**src/rtl/io_input_port.sv**
```systemverilog
// io_input_port: synchronises and debounces the submit button, samples the
// switch bank, and holds one captured word for the CPU until it is acknowledged.
// Lost presses (a press while a word is still unread) set a sticky Overrun flag.
module io_input_port #(
  parameter int WIDTH           = 16,
  parameter int SYNC_STAGES     = 2,
  parameter int DEBOUNCE_CYCLES = 16
) (
  input  logic             Clk,
  input  logic             Rst_n,
  input  logic [WIDTH-1:0] Switches,
  input  logic             Button,
  input  logic             InputAck,
  input  logic             OverrunClr,
  output logic [WIDTH-1:0] Input,
  output logic             InputValid,
  output logic             Overrun,
  output logic             BtnLevel
);

  // Counter only ever needs to reach DEBOUNCE_CYCLES-1.
  localparam int CW = (DEBOUNCE_CYCLES > 2) ? $clog2(DEBOUNCE_CYCLES) : 1;
  localparam logic [CW-1:0] CNT_LAST = CW'(DEBOUNCE_CYCLES - 1);

  typedef enum logic [1:0] {
    S_LOW,
    S_RISE_CHK,
    S_HIGH,
    S_FALL_CHK
  } state_t;

  logic [SYNC_STAGES-1:0]            btn_sync;
  logic [SYNC_STAGES-1:0][WIDTH-1:0] sw_sync;
  logic                              btn_s;
  logic [WIDTH-1:0]                  sw_s;

  state_t        state, state_nxt;
  logic [CW-1:0] cnt, cnt_nxt;
  logic          press, press_nxt;
  logic          overrun_set;

  assign btn_s = btn_sync[SYNC_STAGES-1];
  assign sw_s  = sw_sync[SYNC_STAGES-1];

  // Synchroniser chains for the button and every switch bit.
  // NOTE: sequential state uses non-blocking (<=) so every flop samples the
  // pre-edge value of its neighbour; blocking here would collapse the chain.
  always_ff @(posedge Clk or negedge Rst_n) begin
    if (!Rst_n) begin
      btn_sync <= '0;
      sw_sync  <= '0;
    end else begin
      btn_sync <= {btn_sync[SYNC_STAGES-2:0], Button};
      sw_sync  <= {sw_sync[SYNC_STAGES-2:0], Switches};
    end
  end

  // Debounce state, stability counter and the one-cycle press strobe.
  always_ff @(posedge Clk or negedge Rst_n) begin
    if (!Rst_n) begin
      state <= S_LOW;
      cnt   <= '0;
      press <= 1'b0;
    end else begin
      state <= state_nxt;
      cnt   <= cnt_nxt;
      press <= press_nxt;
    end
  end

  // Debounce next-state: an edge is accepted only after the synchronised level
  // has been stable for DEBOUNCE_CYCLES consecutive cycles.
  // NOTE: every output of this block is given a default first, so no path
  // leaves a signal unassigned and no latch is inferred.
  always_comb begin
    state_nxt = state;
    cnt_nxt   = cnt;
    press_nxt = 1'b0;
    unique case (state)
      S_LOW: begin
        if (btn_s) begin
          state_nxt = S_RISE_CHK;
          cnt_nxt   = CW'(1);
        end
      end
      S_RISE_CHK: begin
        if (!btn_s) begin
          state_nxt = S_LOW;
          cnt_nxt   = '0;
        end else if (cnt == CNT_LAST) begin
          state_nxt = S_HIGH;
          cnt_nxt   = '0;
          press_nxt = 1'b1;
        end else begin
          cnt_nxt = cnt + 1'b1;
        end
      end
      S_HIGH: begin
        if (!btn_s) begin
          state_nxt = S_FALL_CHK;
          cnt_nxt   = CW'(1);
        end
      end
      S_FALL_CHK: begin
        if (btn_s) begin
          state_nxt = S_HIGH;
          cnt_nxt   = '0;
        end else if (cnt == CNT_LAST) begin
          state_nxt = S_LOW;
          cnt_nxt   = '0;
        end else begin
          cnt_nxt = cnt + 1'b1;
        end
      end
      default: begin
        state_nxt = S_LOW;
        cnt_nxt   = '0;
      end
    endcase
  end

  assign BtnLevel    = (state == S_HIGH) || (state == S_FALL_CHK);
  assign overrun_set = press && InputValid && !InputAck;

  // Holding register: capture on press when the slot is free or being
  // released this cycle; otherwise the press is dropped and flagged.
  always_ff @(posedge Clk or negedge Rst_n) begin
    if (!Rst_n) begin
      Input      <= '0;
      InputValid <= 1'b0;
    end else if (press) begin
      if (!InputValid || InputAck) begin
        Input      <= sw_s;
        InputValid <= 1'b1;
      end
    end else if (InputAck) begin
      InputValid <= 1'b0;
    end
  end

  // Sticky overrun flag; a new overrun beats a simultaneous clear.
  always_ff @(posedge Clk or negedge Rst_n) begin
    if (!Rst_n) begin
      Overrun <= 1'b0;
    end else if (overrun_set) begin
      Overrun <= 1'b1;
    end else if (OverrunClr) begin
      Overrun <= 1'b0;
    end
  end

endmodule

```
**config.mk**
```make
export PLATFORM = sky130hd
export DESIGN_NAME = io_input_port
export DESIGN_NICKNAME = d
export VERILOG_FILES = /design/src/rtl/io_input_port.sv
export SDC_FILE = /design/constraint.sdc
export NUM_CORES = 1
export LEC_CHECK = 0
export CAP_MARGIN = 0
export CORE_MARGIN = 3
export CORE_UTILIZATION = 53
export CTS_BUF_LIST = sky130_fd_sc_hd__clkbuf_16
export DETAILED_ROUTE_END_ITERATION = 8
export PLACE_DENSITY = 0.83
export SLEW_MARGIN = 20
export SYNTH_ARGS = -nofsm -noshare
export SYNTH_HDL_FRONTEND = slang
export SYNTH_SLANG_ARGS = --single-unit
```
**constraint.sdc**
```tcl
create_clock -name Clk -period 3.3 [get_ports Clk]
set_input_delay 0.66 -clock Clk [delete_from_list [all_inputs] [get_ports Clk]]
set_output_delay 0.66 -clock Clk [all_outputs]
set_load 0.01 [all_outputs]
```
==> flow_summary.ini <==
[worst_setup_path]
cp_max_fo = 4
crit_chain = clkdlybuf4s50_1
slowest_stage = clkdlybuf4s50_1
path_class = reg -> out
worst_ep_arrival_time_ns = 1.34
critPathCaptureType = output port
r2r_setup_slack_ns = 1.89
crit_path_start_kind = flop
slowest_delay_ns = 0.58
critPathBufInv = 1
required_ns = 2.64
critPathTopFamily = buffers and inverters

[timing]
period_share_pct = 60.6
worst_pin_slew_ns = 0.886
fmax_mhz = 500
relSlewSlack_pct = 40.9
setup_viol = 0
rsz0062_at_grt = false
worst_clock_skew_ns = 0.00705
min_period_ns = 2.00
hold_viol = 0
tns_ns = 0
setup_slack_ns = 1.30
drv_slew = 0

[pwr]
power_frac_comb_pct = 3.4
seqPwrFrac_pct = 45.5
p_leak_nw = 1.21
peakVddDrop_mv = 0.413
p_int_mw = 1.35
power_density_nw_per_um2 = 650
p_sw_share_pct = 19.9
power.share.clock_pct = 51.1
p_sw_uw = 334

[global_route]
grt_overflow = 0
grt_pass1_vias = 1192
grt_use_total_pct = 21.2
grt_pass1_wl_um = 6220
antenna_found_initial = 0
grt_max_degree = 43

[finish]
fin_util_pct = 80.8
drive_above_1_share_pct = 24.7
final_cell_mix = dfrtp_1, clkdlybuf4s50_1, mux2_2
final_common_cell = dfrtp_1
num-nets-final = 175
insertedDiodeCount = 0
area_growth_pct = 37.7
final_cell_area_um2 = 2590

[clock_tree]
cts_sinks = 59
clock_path_buffers = 2
clk_pin_slew_ns = 0.05
hold_buffers = 0
insertion_delay_ns = 0.32
cts_tree = done
cts_setup_buffers = 0
cts_resized = 0
htreeDepth = 3
cts_buffers = 9
root_buffer = clkbuf_16

[placed_design]
finalWeightedCongestion = 0.676
io_buffers = 39
place_hpwl_um = 2130
preCtsSetupSlack_ns = 1.21
placed_area_um2 = 2310

[floorplanning]
die_area_um2 = 4300
die_w_um = 65.5
start_util_pct = 58.7
die_y_um = 65.5
placementRows = 20
pin_count = 40
coreArea_um2 = 3200

[run]
maxCapViolations = 0

[worst_hold_path]
hold_path.class = reg -> reg

[detailed_routing]
post-route-drc-count = 0
vias_per_cell = 5.18
dr.pass1.iters = 4
ant_nets = 0
vias = 1047
routed_wl_um = 3770
drt-initial-drc-count = 38
post_drt_wl_per_cell_um = 18.7

[synthesis]
synth_flop_cell = dfrtp_1
syn_area_um2 = 1880
yosysTopAreaCell = dfrtp_1
synth_edf_count = 0
synth_cell_type_count = 25
synth_async_sr_flop_share_pct = 100
synthTopCellsByArea = dfrtp_1, mux2_2, nand4_1
synthCells = 105
synth_top_area_share_pct = 78.6
synth.avg_cell_area_um2 = 17.9
yosys_warnings = 0
synth_seq_cells = 59
synth_seq_area_share_pct = 78.6
mappedNetlistNets = 127

[status]
status = complete, no violations
cell type report:
type | count | area, um2
Clock buffer | 9 | 225
Clock inverter | 7 | 53.8
Fill cell | 187 | 614
Inverter | 3 | 11.3
Multi-Input combinational cell | 40 | 374
Sequential cell | 59 | 1480
Tap cell | 44 | 55.1
Timing Repair Buffer | 40 | 393
flip-flops by register name, summed over array words and instances, names as in the netlist, named ones only:
name        count
Input          16
InputValid      1
Overrun         1
btn_sync        2
cnt             4
press           1
state           1
sw_s           16
sw_sync        16
layer usage:
metal	wire length [um]	track usage, %	vias up
met5	0	0	-
met3	306	9.40	8
met2	1920	33.1	58
met4	44	9.33	0
met1	1500	25.4	526
li1	-	-	455
path summary, 6_finish.rpt:
path                            startpoint          to  cells past startpoint
worst min-delay path            sw_sync[9]     sw_s[9]                      0
min in group asynchronous            Rst_n  sw_sync[2]                      1
max in group asynchronous            Rst_n     sw_s[3]                      2
worst min register to register  sw_sync[9]     sw_s[9]                      0
worst max register to register      cnt[0]      cnt[3]                      4
worst max-delay path                  flop    BtnLevel                      1
metrics by stage:
step | power, mW | instances | hold slack (ns)
floorplan | 0.786 | 105 | 0.331
global placement | 0.826 | 186 | 0.332
detailed placement | 0.831 | 186 | 0.335
CTS | 1.69 | 202 | 0.345
global route | 1.74 | 202 | 0.351
finish | 1.68 | 202 | 0.345
worst register-to-register path, cell delays in order, from the launching register on:
cell,delay (ns)
dfrtp_1,0.43
ha_1,0.30
a21oi_1,0.07
o2111a_1,0.23
a211o_1,0.27
cell families after synthesis:
| family | synth area share [%] |
|---|---|
| flip-flops | 78.6 |
| XOR/XNOR | 0.866 |
| AO/OA/AOI/OAI | 3.33 |
| adder cells (fa/ha/maj) | 0.666 |
| buffers and inverters | 1.53 |
| multiplexers | 10.2 |
| AND/OR/NAND/NOR | 4.86 |
synth_stat cells, types with 2 or more instances:
| master | number |
|---|---|
| dfrtp_1 | 59 |
| mux2_2 | 17 |
| inv_1 | 3 |
| nand4_1 | 3 |
| a21oi_1 | 2 |
| buf_2 | 2 |
power groups by stage:
stage | Sequential [mW] | Combinational (mW) | Clock, mW
finish | 0.765 | 0.0574 | 0.860
global route | 0.767 | 0.0643 | 0.912
CTS | 0.766 | 0.0591 | 0.865
detailed placement | 0.775 | 0.0557 | 0
global placement | 0.774 | 0.0522 | 0
floorplan | 0.770 | 0.0159 | 0
No activity file was read; power rests on OpenSTA's default activity.
